File: src/rtl/diffeq_pkg.sv
// Shared types and helpers for the diffeq solver datapath: FSM encoding,
// default multiplier geometry and the round-robin pick used by mul_share_arbiter.
package diffeq_pkg;

  typedef enum logic {
    S_IDLE = 1'b0,
    S_BUSY = 1'b1
  } state_t;

  localparam int unsigned DEF_WIDTH   = 16;
  localparam int unsigned DEF_MUL_LAT = 2;
  localparam int unsigned RR_MAX      = 8;

  typedef struct packed {
    logic       found;
    logic [2:0] idx;
  } rr_pick_t;

  // First set bit of req[n-1:0] searching upward from ptr, wrapping to 0.
  function automatic rr_pick_t rr_pick(input logic [RR_MAX-1:0] req,
                                       input logic [2:0]        ptr,
                                       input int unsigned       n);
    rr_pick_t    r;
    int unsigned j;
    r = '0;
    for (int unsigned i = 0; i < RR_MAX; i++) begin
      j = (32'(ptr) + i) % n;
      if (i < n && !r.found && req[j[2:0]]) begin
        r.found = 1'b1;
        r.idx   = j[2:0];
      end
    end
    return r;
  endfunction

endpackage

File: src/rtl/mul_share_arbiter_mul_pipe.sv
// mul_pipe: LAT-stage registered signed multiplier; stage 0 captures a*b when en is high.
module mul_pipe #(
  parameter int unsigned WIDTH = 16,
  parameter int unsigned LAT   = 2
) (
  input  logic                      clk,
  input  logic                      reset,
  input  logic                      en,
  input  logic signed [WIDTH-1:0]   a,
  input  logic signed [WIDTH-1:0]   b,
  output logic signed [2*WIDTH-1:0] p
);

  logic signed [2*WIDTH-1:0] ax, bx, prod;
  logic signed [2*WIDTH-1:0] st [LAT];

  always_comb begin
    ax   = {{WIDTH{a[WIDTH-1]}}, a};
    bx   = {{WIDTH{b[WIDTH-1]}}, b};
    prod = ax * bx;
  end

  always_ff @(posedge clk or posedge reset) begin
    if (reset) begin
      for (int unsigned i = 0; i < LAT; i++) st[i] <= '0;
    end else begin
      if (en) st[0] <= prod;
      for (int unsigned i = 1; i < LAT; i++) st[i] <= st[i-1];
    end
  end

  assign p = st[LAT-1];

endmodule

File: src/rtl/mul_share_arbiter.sv
// Round-robin arbiter sharing one pipelined signed multiplier among NREQ requesters.
// Optional perf counters (grant_cnt, busy_cyc) when MUL_SHARE_ARBITER_PERF_EN is defined.
module mul_share_arbiter
  import diffeq_pkg::*;
#(
  parameter int unsigned NREQ    = 4,
  parameter int unsigned WIDTH   = DEF_WIDTH,
  parameter int unsigned MUL_LAT = DEF_MUL_LAT
) (
  input  logic                    clk,
  input  logic                    reset,
  input  logic [NREQ-1:0]         req,
  input  logic [NREQ*WIDTH-1:0]   op_a,
  input  logic [NREQ*WIDTH-1:0]   op_b,
  output logic [NREQ-1:0]         gnt,
  output logic [NREQ-1:0]         done,
  output logic [2*WIDTH-1:0]      result,
`ifdef MUL_SHARE_ARBITER_PERF_EN
  output logic [NREQ*16-1:0]      grant_cnt,
  output logic [31:0]             busy_cyc,
`endif
  output logic                    busy
);

  localparam int unsigned CW = (MUL_LAT < 2) ? 1 : $clog2(MUL_LAT + 1);

  state_t                    state_r, state_n;
  logic [CW-1:0]             cnt_r, cnt_n;
  logic [2:0]                ptr_r, ptr_n, win_r, win_n;
  logic [NREQ-1:0]           gnt_n, done_n;
  logic [2*WIDTH-1:0]        result_n;
  logic                      busy_n, cap;
  rr_pick_t                  pick;
  logic signed [WIDTH-1:0]   a_sel, b_sel;
  logic signed [2*WIDTH-1:0] prod;

  always_comb begin
    pick     = rr_pick(RR_MAX'(req), ptr_r, NREQ);
    a_sel    = op_a[32'(pick.idx)*WIDTH +: WIDTH];
    b_sel    = op_b[32'(pick.idx)*WIDTH +: WIDTH];
    state_n  = state_r;
    cnt_n    = cnt_r;
    ptr_n    = ptr_r;
    win_n    = win_r;
    gnt_n    = '0;
    done_n   = '0;
    busy_n   = busy_r_q();
    result_n = result;
    cap      = 1'b0;
    case (state_r)
      S_IDLE: begin
        if (pick.found) begin
          cap     = 1'b1;
          win_n   = pick.idx;
          gnt_n   = NREQ'(1) << pick.idx;
          busy_n  = 1'b1;
          cnt_n   = CW'(MUL_LAT);
          state_n = S_BUSY;
        end
      end
      S_BUSY: begin
        cnt_n = cnt_r - CW'(1);
        if (cnt_r == CW'(1)) begin
          result_n = prod;
          done_n   = NREQ'(1) << win_r;
          busy_n   = 1'b0;
          ptr_n    = (win_r == 3'(NREQ - 1)) ? '0 : win_r + 3'd1;
          state_n  = S_IDLE;
        end
      end
      default: state_n = S_IDLE;
    endcase
  end

  function automatic logic busy_r_q();
    return busy;
  endfunction

  always_ff @(posedge clk or posedge reset) begin
    if (reset) begin
      state_r <= S_IDLE;
      cnt_r   <= '0;
      ptr_r   <= '0;
      win_r   <= '0;
      gnt     <= '0;
      done    <= '0;
      result  <= '0;
      busy    <= 1'b0;
    end else begin
      state_r <= state_n;
      cnt_r   <= cnt_n;
      ptr_r   <= ptr_n;
      win_r   <= win_n;
      gnt     <= gnt_n;
      done    <= done_n;
      result  <= result_n;
      busy    <= busy_n;
    end
  end

  mul_pipe #(
    .WIDTH (WIDTH),
    .LAT   (MUL_LAT)
  ) u_mul_pipe (
    .clk   (clk),
    .reset (reset),
    .en    (cap),
    .a     (a_sel),
    .b     (b_sel),
    .p     (prod)
  );

`ifdef MUL_SHARE_ARBITER_PERF_EN
  always_ff @(posedge clk or posedge reset) begin
    if (reset) begin
      grant_cnt <= '0;
      busy_cyc  <= '0;
    end else begin
      for (int unsigned i = 0; i < NREQ; i++)
        if (gnt[i] && grant_cnt[i*16 +: 16] != '1)
          grant_cnt[i*16 +: 16] <= grant_cnt[i*16 +: 16] + 16'd1;
      if (busy && busy_cyc != '1) busy_cyc <= busy_cyc + 32'd1;
    end
  end
`endif

endmodule

File: config.mk
export PLATFORM = sky130hd
export DESIGN_NAME = mul_share_arbiter
export DESIGN_NICKNAME = d
export VERILOG_FILES = /design/src/rtl/diffeq_pkg.sv /design/src/rtl/mul_share_arbiter_mul_pipe.sv /design/src/rtl/mul_share_arbiter.sv
export SDC_FILE = /design/constraint.sdc
export NUM_CORES = 1
export LEC_CHECK = 0
export CAP_MARGIN = 30
export CORE_MARGIN = 2
export CORE_UTILIZATION = 59
export DETAILED_ROUTE_END_ITERATION = 8
export GPL_TIMING_DRIVEN = 0
export HOLD_SLACK_MARGIN = 0.06
export PLACE_DENSITY = 0.91
export SLEW_MARGIN = 25
export SYNTH_ARGS = -nofsm -noshare
export SYNTH_HDL_FRONTEND = slang
export SYNTH_SLANG_ARGS = --single-unit
File: constraint.sdc
create_clock -name clk -period 9.08 [get_ports clk]
set_clock_uncertainty 0.05 [all_clocks]
set_input_delay 1.816 -clock clk [delete_from_list [all_inputs] [get_ports clk]]
set_output_delay 1.816 -clock clk [all_outputs]
set_load 0.02 [all_outputs]
# --- Word level (Yosys, flattened, before mapping) ---
# Index checks and enable logic that the tools add are counted.
# Widths: inputs -> output; s select.
op_classes:
  n_bitwise: 1
  magnitude_cmp: 4
  n_mul: 1
  shifts: 4
  reduce_logical: 9
  n_addsub: 5
  n_eq_ne: 4
  n_mux: 26
ops:
  columns: ["operator", "count"]
  rows:
  - ["$shiftx 64x8->16", 2]
  - ["$mul 16x16->32", 1]
  - ["$mux 4", 8]
  - ["$lt 2x4->1 const B", 4]
  - ["$mux 1", 9]
  - ["$bmux 1 s2", 4]
  - ["$shl 1x3->4 const A", 2]
  - ["$reduce_and 2->1", 3]
  - ["$add 2x1->2 const B", 2]
  - ["$add 2x2->2 const B", 2]
  - ["$mux 2", 2]
  - ["$pmux 1 s2", 2]
  - ["$pmux 2 s2", 1]
  - ["$eq 3x2->1 const B", 1]
  - ["$logic_and 1x1->1", 3]
  - ["$logic_not 1->1", 3]
  - ["$eq 2x1->1 const B", 1]
  - ["$ne 2x1->1 const B", 1]
  - ["$ne 2x2->1 const B", 1]
  - ["$sub 2x1->2 const B", 1]
  - ["$not 1->1", 1]
word_totals:
  ff_bits: 113
  input_bits: 134

# --- Logic depth before layout (Yosys ltp) ---
depth:
  depth_word: 15
  mapped_depth: 32
  mapped_depth_nobuf: 29

# --- Cells and area by module ---
# From an unflattened synthesis, not the netlist that was laid out.
hier_totals:
  hier_cells: 1667
  hier_area_um2: 16002.8
by_module_without_submodules:
  columns: ["mod", "cells_each", "area_each_um2", "n_inst"]
  rows:
  - ["mul_pipe", 1220, 12080.3, 1]
  - ["mul_share_arbiter", 447, 3922.5, 1]

# --- Least setup slack after synthesis ---
# No wires, ideal clock.
synth_timing:
  path_type: "input to register"
  startpoint: "input port req[0]"
  endpoint: "register u_mul_pipe.st[60] (netlist bit)"
  t_required_ns: 8.960
  setup_ns: 0.070
  cell_stages: 25
  setup_slack_ns: 0.512
  arrival_ns: 8.449
  n_path_buf: 2
  path_cell_list: "nor2b_1 a21oi_1 nor2_1 a221o_2 nor2_4 buf_6 mux2_2 buf_2 nand2_1 inv_1 fa_1 inv_1 fa_1 fa_1 fa_1 fa_1 fa_1 inv_1 ha_1 nand2_1 a31o_2 o31a_1 o211a_1 or4_1 nand3_1"
synth_via:
  elab_chain_cells: 14
  elab_cells_between_ends: 23
  cone_classes: "mul: 1; shift: 2; mux: 14; reduce/logical: 6"
synth_rtl:
  columns: ["item", "line_no", "rtl"]
  rows:
  - ["from (decl)", "mul_share_arbiter.sv:12", "input logic [NREQ-1:0] req,"]
  - ["$bmux 1 s2", "diffeq_pkg.sv:28", "if (i < n && !r.found && req[j[2:0]]) begin"]
  - ["$mux 1 (implied by the code)", "diffeq_pkg.sv:28", null]
  - ["$mux 4", "diffeq_pkg.sv:28", null]
  - ["$logic_not 1->1", "diffeq_pkg.sv:28", null]
  - ["$logic_and 1x1->1", "diffeq_pkg.sv:28", null]
  - ["$mux 4", "diffeq_pkg.sv:28", null]
  - ["$logic_not 1->1", "diffeq_pkg.sv:28", null]
  - ["$logic_and 1x1->1", "diffeq_pkg.sv:28", null]
  - ["$mux 4", "diffeq_pkg.sv:28", null]
  - ["$logic_not 1->1", "diffeq_pkg.sv:28", null]
  - ["$logic_and 1x1->1", "diffeq_pkg.sv:28", null]
  - ["$mux 4 (*)", "diffeq_pkg.sv:28", null]
  - ["$shiftx 64x8->16, or another cell as far along", "mul_share_arbiter.sv:39", "a_sel = op_a[32'(pick.idx)*WIDTH +: WIDTH];"]
  - ["$mul 16x16->32 or $mux 1 (tied branches)", "mul_share_arbiter_mul_pipe.sv:20, mul_share_arbiter.sv:50", null]
  - ["to (decl)", "mul_share_arbiter_mul_pipe.sv:15", "logic signed [2*WIDTH-1:0] st [LAT];"]
# Mark *: on every way between the ends. The rest lies on a longest branch, timed or not. The select of a mux whose other input is x is not followed.
# A chain may end at the register's enable or synchronous reset.

# --- Worst setup path in the final report ---
layout_timing:
  startpoint: "input port req[0]"
  endpoint: "register u_mul_pipe.st[63] (netlist bit)"
# The elaborated chain is that of the path after synthesis.

==> reports/metrics.cfg <==
[grt]
grt_overflow_total=0
antenna_found_initial=1
first_global_vias=13143
grt_use_total_pct=34.9
grt_pass1_wl_mm=69.3
grt_max_degree=67

[finish]
drive_gt1_share_pct=12.4
area_delta_synth_final_pct=21.3
nNetsFinal=2266
fin_area_sq_um=17900
filler_cell_count=1592
diodes=0

[clocking]
cts_made_buffers=9
cts_tree=done
cts.clk_slew.worst_paths_ps=70
cts_max_level=3
clockRootBuffer=clkbuf_16
cts_buffer_depth=2
cts_sinks=112
holdBufCountCts=0
worst_skew_pair.late_latency_ps=350

[setup_path]
required_ps=9240
cp-start-kind=primary input
r2r_slack_ps=1310
cp.arrival_ps=9180
cp_max_fo=8
timing.rr.end=u_mul_pipe.st[63]
reg2reg_depth=29
crit_type=in -> reg
rr_startpoint=ptr_r[1]
cp-end-kind=flop

[floorplan]
fp-row-count=57
io_pins=175
fp.dieArea_sq_um=26300
die_w_um=162
core_area_sq_um=24500
dieHeight_um=162
initial_core_util_pct=60.3

[yosys]
ys_types=57
syn-num-nets=2047
synth_top_area_cell=fa_1
ys.warnings.count=0
yosysMostFrequentCell=inv_1
ys.flop_type=dfrtp_1
synth-seq-cells=112
syn_area_per_cell_sq_um=9.44
synth_edf_count=0
synth_area_sq_um=14800
synthCells=1564
ys_seq_area_share_pct=19.0
synth.top_cell.area_share_pct=35.5
synth_commonest_cells=inv_1 (332), nand2_1 (276), fa_1 (262), dfrtp_1 (112), nor2_1 (106)
ys_async_sr_fraction_pct=100
synth_area_leaders=fa_1 (36%), dfrtp_1 (19%), inv_1 (8.4%)

[run_status]
status=completed

[detailed_routing]
drc_errors=0
dr.pass1.iters=7
wl_met2_mm=22.4
highest_layer=met5
wl_met3_mm=4.32
ant_nets=0
wire_per_inst_um=21.7
wl_met1_mm=15.7
drt_iter0_markers=1071
vias=12417
avgViaCountPerCell=5.88
wl_mm=45.7

[hold_path]
whs_path_depth=0
holdPathEnd=u_mul_pipe.p[21]
hold_class=reg -> reg
min_from=u_mul_pipe.st[53]

[placement]
place_area_sq_um=16900
dp_slack_ps=-1170
dp_hpwl_mm=35.1
gp_congestion=0.987
port_buffers=174

[timing]
max_slew_margin_pct=40.6
maxSlewViolCount=0
worst_pin_slew_ps=887
setup_viol=0
fin_crit_sh_pct=99.3
hold_violations=0
tns_ps=0
max_freq_mhz=111
fin_ws_ps=60.8
hold_ws_ps=327
fin_crit_ps=9020

[job]
drv_cap=0

## metrics by stage
stage,std cells,util [%]
2_1_floorplan,1564,-
5_1_grt,2110,73.2
3_5_place_dp,2063,69.2
4_1_cts,2096,71.8
3_3_place_gp,2062,69.1
6_report,2110,73.2
## final cells by class
class | instances | area, sq um | area share, %
clock inverters | 3 | 20.0 | 0.112
multi-input cells | 1063 | 10700 | 59.7
inverters | 332 | 1250 | 7.00
clock buffers | 11 | 243 | 1.36
plain buffers | 56 | 423 | 2.36
well taps | 324 | 405 | 2.26
repair buffers | 209 | 2060 | 11.5
flip-flops and latches | 112 | 2800 | 15.7
## sequential cells by signal (all words and copies together) (netlist names)
register,cells
busy,1
result,32
state_r,1
done,4
u_mul_pipe.st,32
win_r,2
gnt,4
u_mul_pipe.p,32
ptr_r,2
cnt_r,2
## worst max-delay path, cell delays in order
cell     delay [ps]
buf_2           140
nor2b_2         180
a21oi_2         110
nor2_1           50
a221o_2         350
nor2_4          190
buf_12          190
buf_12          150
mux4_2          450
and2_1          250
fa_2            530
buf_4           180
fa_2            750
fa_1            500
fa_1            580
fa_1            430
fa_1            520
ha_2            320
a21o_1          210
a21o_1          190
a221o_1         380
nor2_4          160
a31oi_1         120
xnor2_1         290
o21ai_0         120
## placed cells by master, fill, tap and decap left out, types with 14 or more instances in the layout
cell type	instances
inv_1	327
nand2_1	275
fa_1	255
clkdlybuf4s50_1	170
dfrtp_1	112
nor2_1	104
ha_1	76
buf_4	42
mux2_2	39
o21ai_0	34
and2_1	34
xnor2_1	24
nand3_1	21
o21a_1	16
a21oi_1	14
clkbuf_1	14
## metal layers
layer / vias up / track usage (%)
met3: 250 / 7.35
met2: 785 / 58.4
met5: - / 0
met1: 6206 / 42.2
li1: 5172 / -
met4: 4 / 19.7
## repair_timing
action / CTS / global route
gates cloned: 1 / 0
endpoints found under the setup margin: 18 / 15
pin swaps: 11 / 20
buffers inserted: 19 / 14
resized for setup: 52 / 63
## cell families after synthesis
group	Yosys count	share of synthesized area, %
fa+ha+maj	349	42.9
xor+xnor	35	2.08
simple gates	486	14.2
mux	55	5.08
compound gates	138	6.04
buf+inv	389	10.7
flops	112	19.0
## how the worst max path moves through the flow
stage                       from  cells past startpoint           endpoint
after floorplan           req[0]                     25  u_mul_pipe.st[60]
after global placement    req[1]                     30  u_mul_pipe.st[60]
after detailed placement  req[0]                     28  u_mul_pipe.st[63]
after CTS                 req[0]                     30  u_mul_pipe.st[60]
after global routing      req[0]                     29  u_mul_pipe.st[63]
final                     req[0]                     25  u_mul_pipe.st[63]
Power is not shown: default switching activity piles up to over one toggle a cycle in this logic, so the estimate is an artifact.
